**src/rtl/instr_fetch_if.sv**
```systemverilog
// Control-word fetch bus: ROM read port on one side, valid/ready word handoff to the control unit on the other.
// The master modport is the fetch unit; the slave modport is the ROM plus control unit pair.
interface instr_fetch_if #(
   parameter int ROM_AW = 16
);
   logic              fetchEn;
   logic [15:0]       romAdd;
   logic [ROM_AW-1:0] romAddr;
   logic              romRead;
   logic [15:0]       romData;
   logic [31:0]       controlWord;
   logic              wordValid;
   logic              ready;
   logic [15:0]       reqAdd;

   modport master (
      input  fetchEn, romAdd, romData, ready,
      output romAddr, romRead, controlWord, wordValid, reqAdd
   );

   modport slave (
      output fetchEn, romAdd, romData, ready,
      input  romAddr, romRead, controlWord, wordValid, reqAdd
   );
endinterface

```
**src/rtl/instr_fetch.sv**
```systemverilog
// Instruction fetch: builds each 32-bit control word from two 16-bit ROM halves and hands it over with valid/ready.
// Optional `FETCH_COUNT_EN adds a 16-bit count of completed handshakes on port fetchCount.
module instr_fetch #(
   parameter logic [15:0] ROM_BASE = 16'h0000,
   parameter int          ROM_AW   = 16
) (
   input  logic         CLK,
   input  logic         RST,
`ifdef FETCH_COUNT_EN
   output logic [15:0]  fetchCount,
`endif
   instr_fetch_if.master bus
);

   typedef enum logic [1:0] {IDLE, WAIT_LO, WAIT_HI, VALID} fetchStateT;

   fetchStateT        state, stateNext;
   logic [ROM_AW-1:0] romAddrQ, romAddrNext;
   logic              romReadQ, romReadNext;
   logic [31:0]       wordQ, wordNext;
   logic              validQ, validNext;
   logic [15:0]       reqQ, reqNext;
   logic [15:0]       loNew, hiCur;
   logic              redirect, restart;

   // Both halves are computed mod 2^16 and then cut down to the ROM address width.
   assign loNew    = ROM_BASE + {bus.romAdd[14:0], 1'b0};
   assign hiCur    = ROM_BASE + {reqQ[14:0], 1'b0} + 16'd1;
   assign redirect = (bus.romAdd != reqQ);

   assign bus.romAddr     = romAddrQ;
   assign bus.romRead     = romReadQ;
   assign bus.controlWord = wordQ;
   assign bus.wordValid   = validQ;
   assign bus.reqAdd      = reqQ;

   always_ff @(posedge CLK or posedge RST) begin
      if (RST) begin
         state    <= IDLE;
         romAddrQ <= '0;
         romReadQ <= 1'b0;
         wordQ    <= '0;
         validQ   <= 1'b0;
         reqQ     <= '0;
      end else begin
         state    <= stateNext;
         romAddrQ <= romAddrNext;
         romReadQ <= romReadNext;
         wordQ    <= wordNext;
         validQ   <= validNext;
         reqQ     <= reqNext;
      end
   end

   // A handshake in VALID takes priority over a redirect; any restart re-latches romAdd and reissues the low half.
   always_comb begin
      stateNext   = state;
      romAddrNext = romAddrQ;
      romReadNext = romReadQ;
      wordNext    = wordQ;
      validNext   = validQ;
      reqNext     = reqQ;
      restart     = 1'b0;

      case (state)
         IDLE: begin
            romReadNext = 1'b0;
            if (bus.fetchEn) restart = 1'b1;
         end
         WAIT_LO: begin
            if (redirect) begin
               restart = 1'b1;
            end else begin
               wordNext[15:0] = bus.romData;
               romAddrNext    = hiCur[ROM_AW-1:0];
               romReadNext    = 1'b1;
               stateNext      = WAIT_HI;
            end
         end
         WAIT_HI: begin
            if (redirect) begin
               restart = 1'b1;
            end else begin
               wordNext[31:16] = bus.romData;
               romReadNext     = 1'b0;
               validNext       = 1'b1;
               stateNext       = VALID;
            end
         end
         VALID: begin
            if (bus.ready) begin
               validNext = 1'b0;
               if (bus.fetchEn) begin
                  restart = 1'b1;
               end else begin
                  romReadNext = 1'b0;
                  stateNext   = IDLE;
               end
            end else if (redirect) begin
               validNext = 1'b0;
               restart   = 1'b1;
            end
         end
         default: begin
            romReadNext = 1'b0;
            validNext   = 1'b0;
            stateNext   = IDLE;
         end
      endcase

      if (restart) begin
         reqNext     = bus.romAdd;
         romAddrNext = loNew[ROM_AW-1:0];
         romReadNext = 1'b1;
         stateNext   = WAIT_LO;
      end
   end

`ifdef FETCH_COUNT_EN
   // Only accepted words count, so fetches thrown away by a redirect never show up here.
   always_ff @(posedge CLK or posedge RST) begin
      if (RST) fetchCount <= '0;
      else if (validQ && bus.ready) fetchCount <= fetchCount + 16'd1;
   end
`endif

endmodule

```
**src/flat_wrapper.sv**
```systemverilog
// flat-port wrapper written by rule: the top's interface ports become plain ports
module instr_fetch_flat 
#(
   parameter logic [15:0] ROM_BASE = 16'h0000,
   parameter int          ROM_AW   = 16
)
  (CLK, RST, bus_fetchEn, bus_romAdd, bus_romData, bus_ready, bus_romAddr, bus_romRead, bus_controlWord, bus_wordValid, bus_reqAdd);
  instr_fetch_if #(.ROM_AW(ROM_AW)) bus_i ();
  input  logic CLK;
  input  logic RST;
  input wire logic [$bits(bus_i.fetchEn)-1:0] bus_fetchEn;
  input wire logic [$bits(bus_i.romAdd)-1:0] bus_romAdd;
  input wire logic [$bits(bus_i.romData)-1:0] bus_romData;
  input wire logic [$bits(bus_i.ready)-1:0] bus_ready;
  output wire logic [$bits(bus_i.romAddr)-1:0] bus_romAddr;
  output wire logic [$bits(bus_i.romRead)-1:0] bus_romRead;
  output wire logic [$bits(bus_i.controlWord)-1:0] bus_controlWord;
  output wire logic [$bits(bus_i.wordValid)-1:0] bus_wordValid;
  output wire logic [$bits(bus_i.reqAdd)-1:0] bus_reqAdd;
  assign bus_i.fetchEn = bus_fetchEn;
  assign bus_i.romAdd = bus_romAdd;
  assign bus_i.romData = bus_romData;
  assign bus_i.ready = bus_ready;
  assign bus_romAddr = bus_i.romAddr;
  assign bus_romRead = bus_i.romRead;
  assign bus_controlWord = bus_i.controlWord;
  assign bus_wordValid = bus_i.wordValid;
  assign bus_reqAdd = bus_i.reqAdd;
  instr_fetch #(.ROM_BASE(ROM_BASE), .ROM_AW(ROM_AW)) u_core (.CLK(CLK), .RST(RST), .bus(bus_i));
endmodule
```
**config.mk**
```make
export PLATFORM = sky130hd
export DESIGN_NAME = instr_fetch_flat
export DESIGN_NICKNAME = d
export VERILOG_FILES = /design/src/rtl/instr_fetch_if.sv /design/src/rtl/instr_fetch.sv /design/src/flat_wrapper.sv
export SDC_FILE = /design/constraint.sdc
export NUM_CORES = 1
export LEC_CHECK = 0
export CELL_PAD_IN_SITES_DETAIL_PLACEMENT = 2
export CELL_PAD_IN_SITES_GLOBAL_PLACEMENT = 2
export CORE_ASPECT_RATIO = 1.75
export CORE_MARGIN = 4
export CORE_UTILIZATION = 27
export CTS_CLUSTER_SIZE = 25
export DETAILED_ROUTE_END_ITERATION = 8
export PLACE_DENSITY_LB_ADDON = 0.1
export SYNTH_ARGS = -nofsm -noshare
export SYNTH_HDL_FRONTEND = slang
export SYNTH_SLANG_ARGS = --single-unit
export TNS_END_PERCENT = 20
```
**constraint.sdc**
```tcl
create_clock -name CLK -period 2.5 [get_ports CLK]
set_input_delay 0.375 -clock CLK [delete_from_list [all_inputs] [get_ports CLK]]
set_output_delay 0.375 -clock CLK [all_outputs]
set_load 0.005 [all_outputs]
```
==> summary.md, run 1 <==
| Metric | Value |
|---|---|
| Status | finished clean |
| Hold-fix buffers, CTS | 0 |
| Crit-path slowest cell | clkdlybuf4s50_1 |
| Filler instances | 1115 |
| Core area | about 11000 um^2 |
| Min-delay worst type | in2reg |
| Max layer used | met4 |
| Routed Antenna Nets | 0 |
| Fin nets | between 400 and 500 |
| Post-DP Area | approximately 4500 um^2 |
| RSZ-0062 raised after global routing | true |
| CTS tree | built |
| CP required | about 2.7 ns |
| Tmin final | 2.48 ns |
| HPWL Detailed | just under 7 mm |
| Lkg Pwr | ~2.3 nW |
| Antenna Diode Count | 0 |
| Synth Warn # | 0 |
| Final Cycle Share | 99.2% |
| Sw Share | between 20% and 30% |
| Chip Height | 149 um |
| I/O pin total | 102 |
| Vias in the first global route | ~2700 |
| Critical path capture point type | flip-flop |
| Initial Util | between 20% and 30% |
| Flop pwr share | between 40% and 50% |
| H-tree Lvls | 3 |
| P_int | ~2.2 mW |
| Core Rows | 51 |
| Slew Viols, Final | 0 |
| Initial antenna violation count | 0 |
| Final Skew | about 0.011 ns |
| Fmax | ~400 MHz |
| Total track usage | ~15% |
| Post-synth top area cell | dfrtp_1 |
| Slew @ Worst Pin | 0.639 ns |
| Vias per inst | around 4.6 |
| NetSw | approximately 0.6 mW |
| Port-buffer cells | ~100 |
| First-pass GRT wire length | between 10 and 15 mm |
| Synth Flop Type | dfrtp_1 |
| Final Wtd Congestion | slightly below 0.7 |
| Drc violations | 0 |
| Headroom to the max-slew limit | 57.4% |
| Clock power frac | 49.2% |
| Clock tree buffer depth | 2 |
| Synthesized area | 3060 um^2 |
| WS Path Type | in2reg |
| Top cells by area, synth | dfrtp_1 (56%), mux2_2 (25%), xnor2_1 (4.6%) |
| Crit path max fanout | 5 |
| Commonest non-fill, non-tap cell in the layout | clkdlybuf4s50_1 |
| Final Total Pwr | around 2.8 mW |
| Crit-path max cell delay | ~0.47 ns |
| Cell Chain, Critical Path | clkdlybuf4s50_1, xnor2_1, nand4_1, or4_4, a211o_1, o211ai_4, buf_6, mux2_2 |
| Final count of hold timing violations | 0 |
| Share of cells above drive strength 1 | between 40% and 50% |
| Largest net degree at the start of global routing | 31 |
| Post-synth EDFFs | 0 |
| # setup viols final | 0 |
| WL final | 9.21 mm |
| Share of the synthesized area in the top cell type | ~56% |
| Max cap viols | 0 |
| DRT iter0 DRCs | 33 |
| Worst skew pair latency | 0.33 ns |
| Async set-reset flop share out of synthesis | 100% |
| Clock-pin slew on the worst setup and hold paths | approximately 0.06 ns |
| Die area | around 13000 um^2 |
| Die extent in x | just under 90 um |
| Worst setup margin | 0.0188 ns |
| Power share of the combinational group | between 10% and 20% |
| Pre-CTS setup slack | -0.557 ns |
| Clk sink count | 68 |
| Worst Path Arrival | around 2.7 ns |
| Post-synth cell types | 28 |
| Met2 WL post-DR | 5.26 mm |
| Synth Instances | between 200 and 250 |
| Wire per inst | between 15 and 20 um |
| CP Launch Type | input port |
| DRT met1 WL | 3.27 mm |
| Peak supply drop | approximately 0.34 mV |
| FF+latch area | around 1700 um^2 |
| Part of the Yosys area used for sequential elements | roughly 56% |
| Most frequent cells in the layout | clkdlybuf4s50_1 (90), dfrtp_1 (67), mux2_2 (54) |
| Total CTS buffers | 9 |
| Avg Cell Area, Syn | around 15 um^2 |
| Register bit total from synthesis | 68 |
| Area Overhead vs Synth | 64.9% |
| PwrDens | about 560 nW/um^2 |
| Syn_nets | between 200 and 250 |
| DR vias | roughly 2300 |
| Final instance area | slightly above 5000 um^2 |
| TritonRoute pass-1 iters | 4 |
| Met3 wire length | approximately 550 um |
| Area of the multi-input gates | about 1400 um^2 |
| Root Driver | clkbuf_16 |
| Total global routing overflow | 0 |
[cell families after synthesis]
| family | count (synthesis) | synth area share [%] |
|---|---|---|
| XOR/XNOR | 16 | 4.58 |
| flip-flops | 68 | 55.6 |
| buffers and inverters | 11 | 2.16 |
| adder cells (fa/ha/maj) | 4 | 1.63 |
| multiplexers | 80 | 30.3 |
| AND/OR/NAND/NOR | 17 | 3.15 |
| AO/OA/AOI/OAI | 11 | 2.61 |
[critical path: cells and delay by family]
kind	cells	cell delay, ns
buffers and inverters	2	0.65
AND/OR/NAND/NOR	2	0.62
AO/OA/AOI/OAI	2	0.48
multiplexers	1	0.33
XOR/XNOR	1	0.23
[registers in the layout, indices dropped and copies added (netlist names)]
signal and flops:
u_core.bus.wordValid 1, u_core.bus.reqAdd 16, u_core.bus.romRead 1, u_core.state 2, u_core.bus.romAddr 16, u_core.bus.controlWord 32
[metrics by stage]
| step | utilization [%] | std cells | TNS [ns] | hold slack (ns) |
|---|---|---|---|---|
| floorplan | - | 207 | 0 | 0.486 |
| global placement | 40.7 | 474 | -19.22 | 0.486 |
| detailed placement | 40.7 | 474 | -22.02 | 0.497 |
| CTS | 44.7 | 497 | -0.0561 | 0.470 |
| global route | 45.5 | 498 | -0.774 | 0.402 |
| finish | 45.5 | 498 | 0 | 0.394 |
[layout make-up]
type,instances,share of cell area (%)
multi-input combinational,128,28.0
tap,132,3.27
clock buffer,10,4.73
inverter,4,0.297
clock inverter,6,1.73
sequential,68,33.7
timing repair buffer,150,28.2
[power groups by stage]
stage | registers [mW] | clock network (mW) | logic [mW]
3_3_place_gp | 1.17 | 0 | 0.261
3_5_place_dp | 1.17 | 0 | 0.267
2_1_floorplan | 1.17 | 0 | 0.0788
4_1_cts | 1.15 | 1.42 | 0.275
6_report | 1.15 | 1.38 | 0.280
5_1_grt | 1.15 | 1.48 | 0.305
[worst paths after layout]
check / slack, ns / startpoint / cells after the start / to
max: 0.02 / bus_romAdd[11] / 8 / u_core.bus.reqAdd[11]
min: 0.39 / bus_romAdd[15] / 2 / u_core.bus.reqAdd[15]
max reg2reg: 0.03 / u_core.bus.reqAdd[10] / 7 / u_core.bus.reqAdd[11]
min reg2reg: 0.50 / u_core.bus.controlWord[17] / 1 / u_core.bus.controlWord[17]
max in group asynchronous: 1.40 / RST / 3 / u_core.bus.reqAdd[10]
min in group asynchronous: 0.46 / RST / 2 / u_core.bus.controlWord[23]
[what timing repair did]
item / in CTS / in global routing
pin swaps: 7 / 4
resized for setup: 22 / 22
setup endpoints to repair: 32 / 31
cloned: 2 / 0
setup buffers: 5 / 1
[cell usage after synthesis, types with 2 or more instances]
cell	n
o21ai_0	2
nand2_1	7
dfrtp_1	68
mux2_4	8
a21oi_1	3
inv_1	4
nand4_1	4
buf_2	2
mux2_2	67
xnor2_1	16
mux2i_1	2
mux2_1	3
buf_6	3
ha_1	4
[metal layers]
metal  global-route usage, %  up-vias
met5                       0        -
met1                    15.1     1147
met2                    28.3       77
li1                        -     1043
met4                    5.22        0
met3                    3.54       10
Power figures use the tool's default switching activity.
==> run 2, diff against run 1 <==
Settings changed: CTS_CLUSTER_DIAMETER from default to 150.
==> results of run 2 <==
Final layout, timing and power as in run 1 (identical DEF).
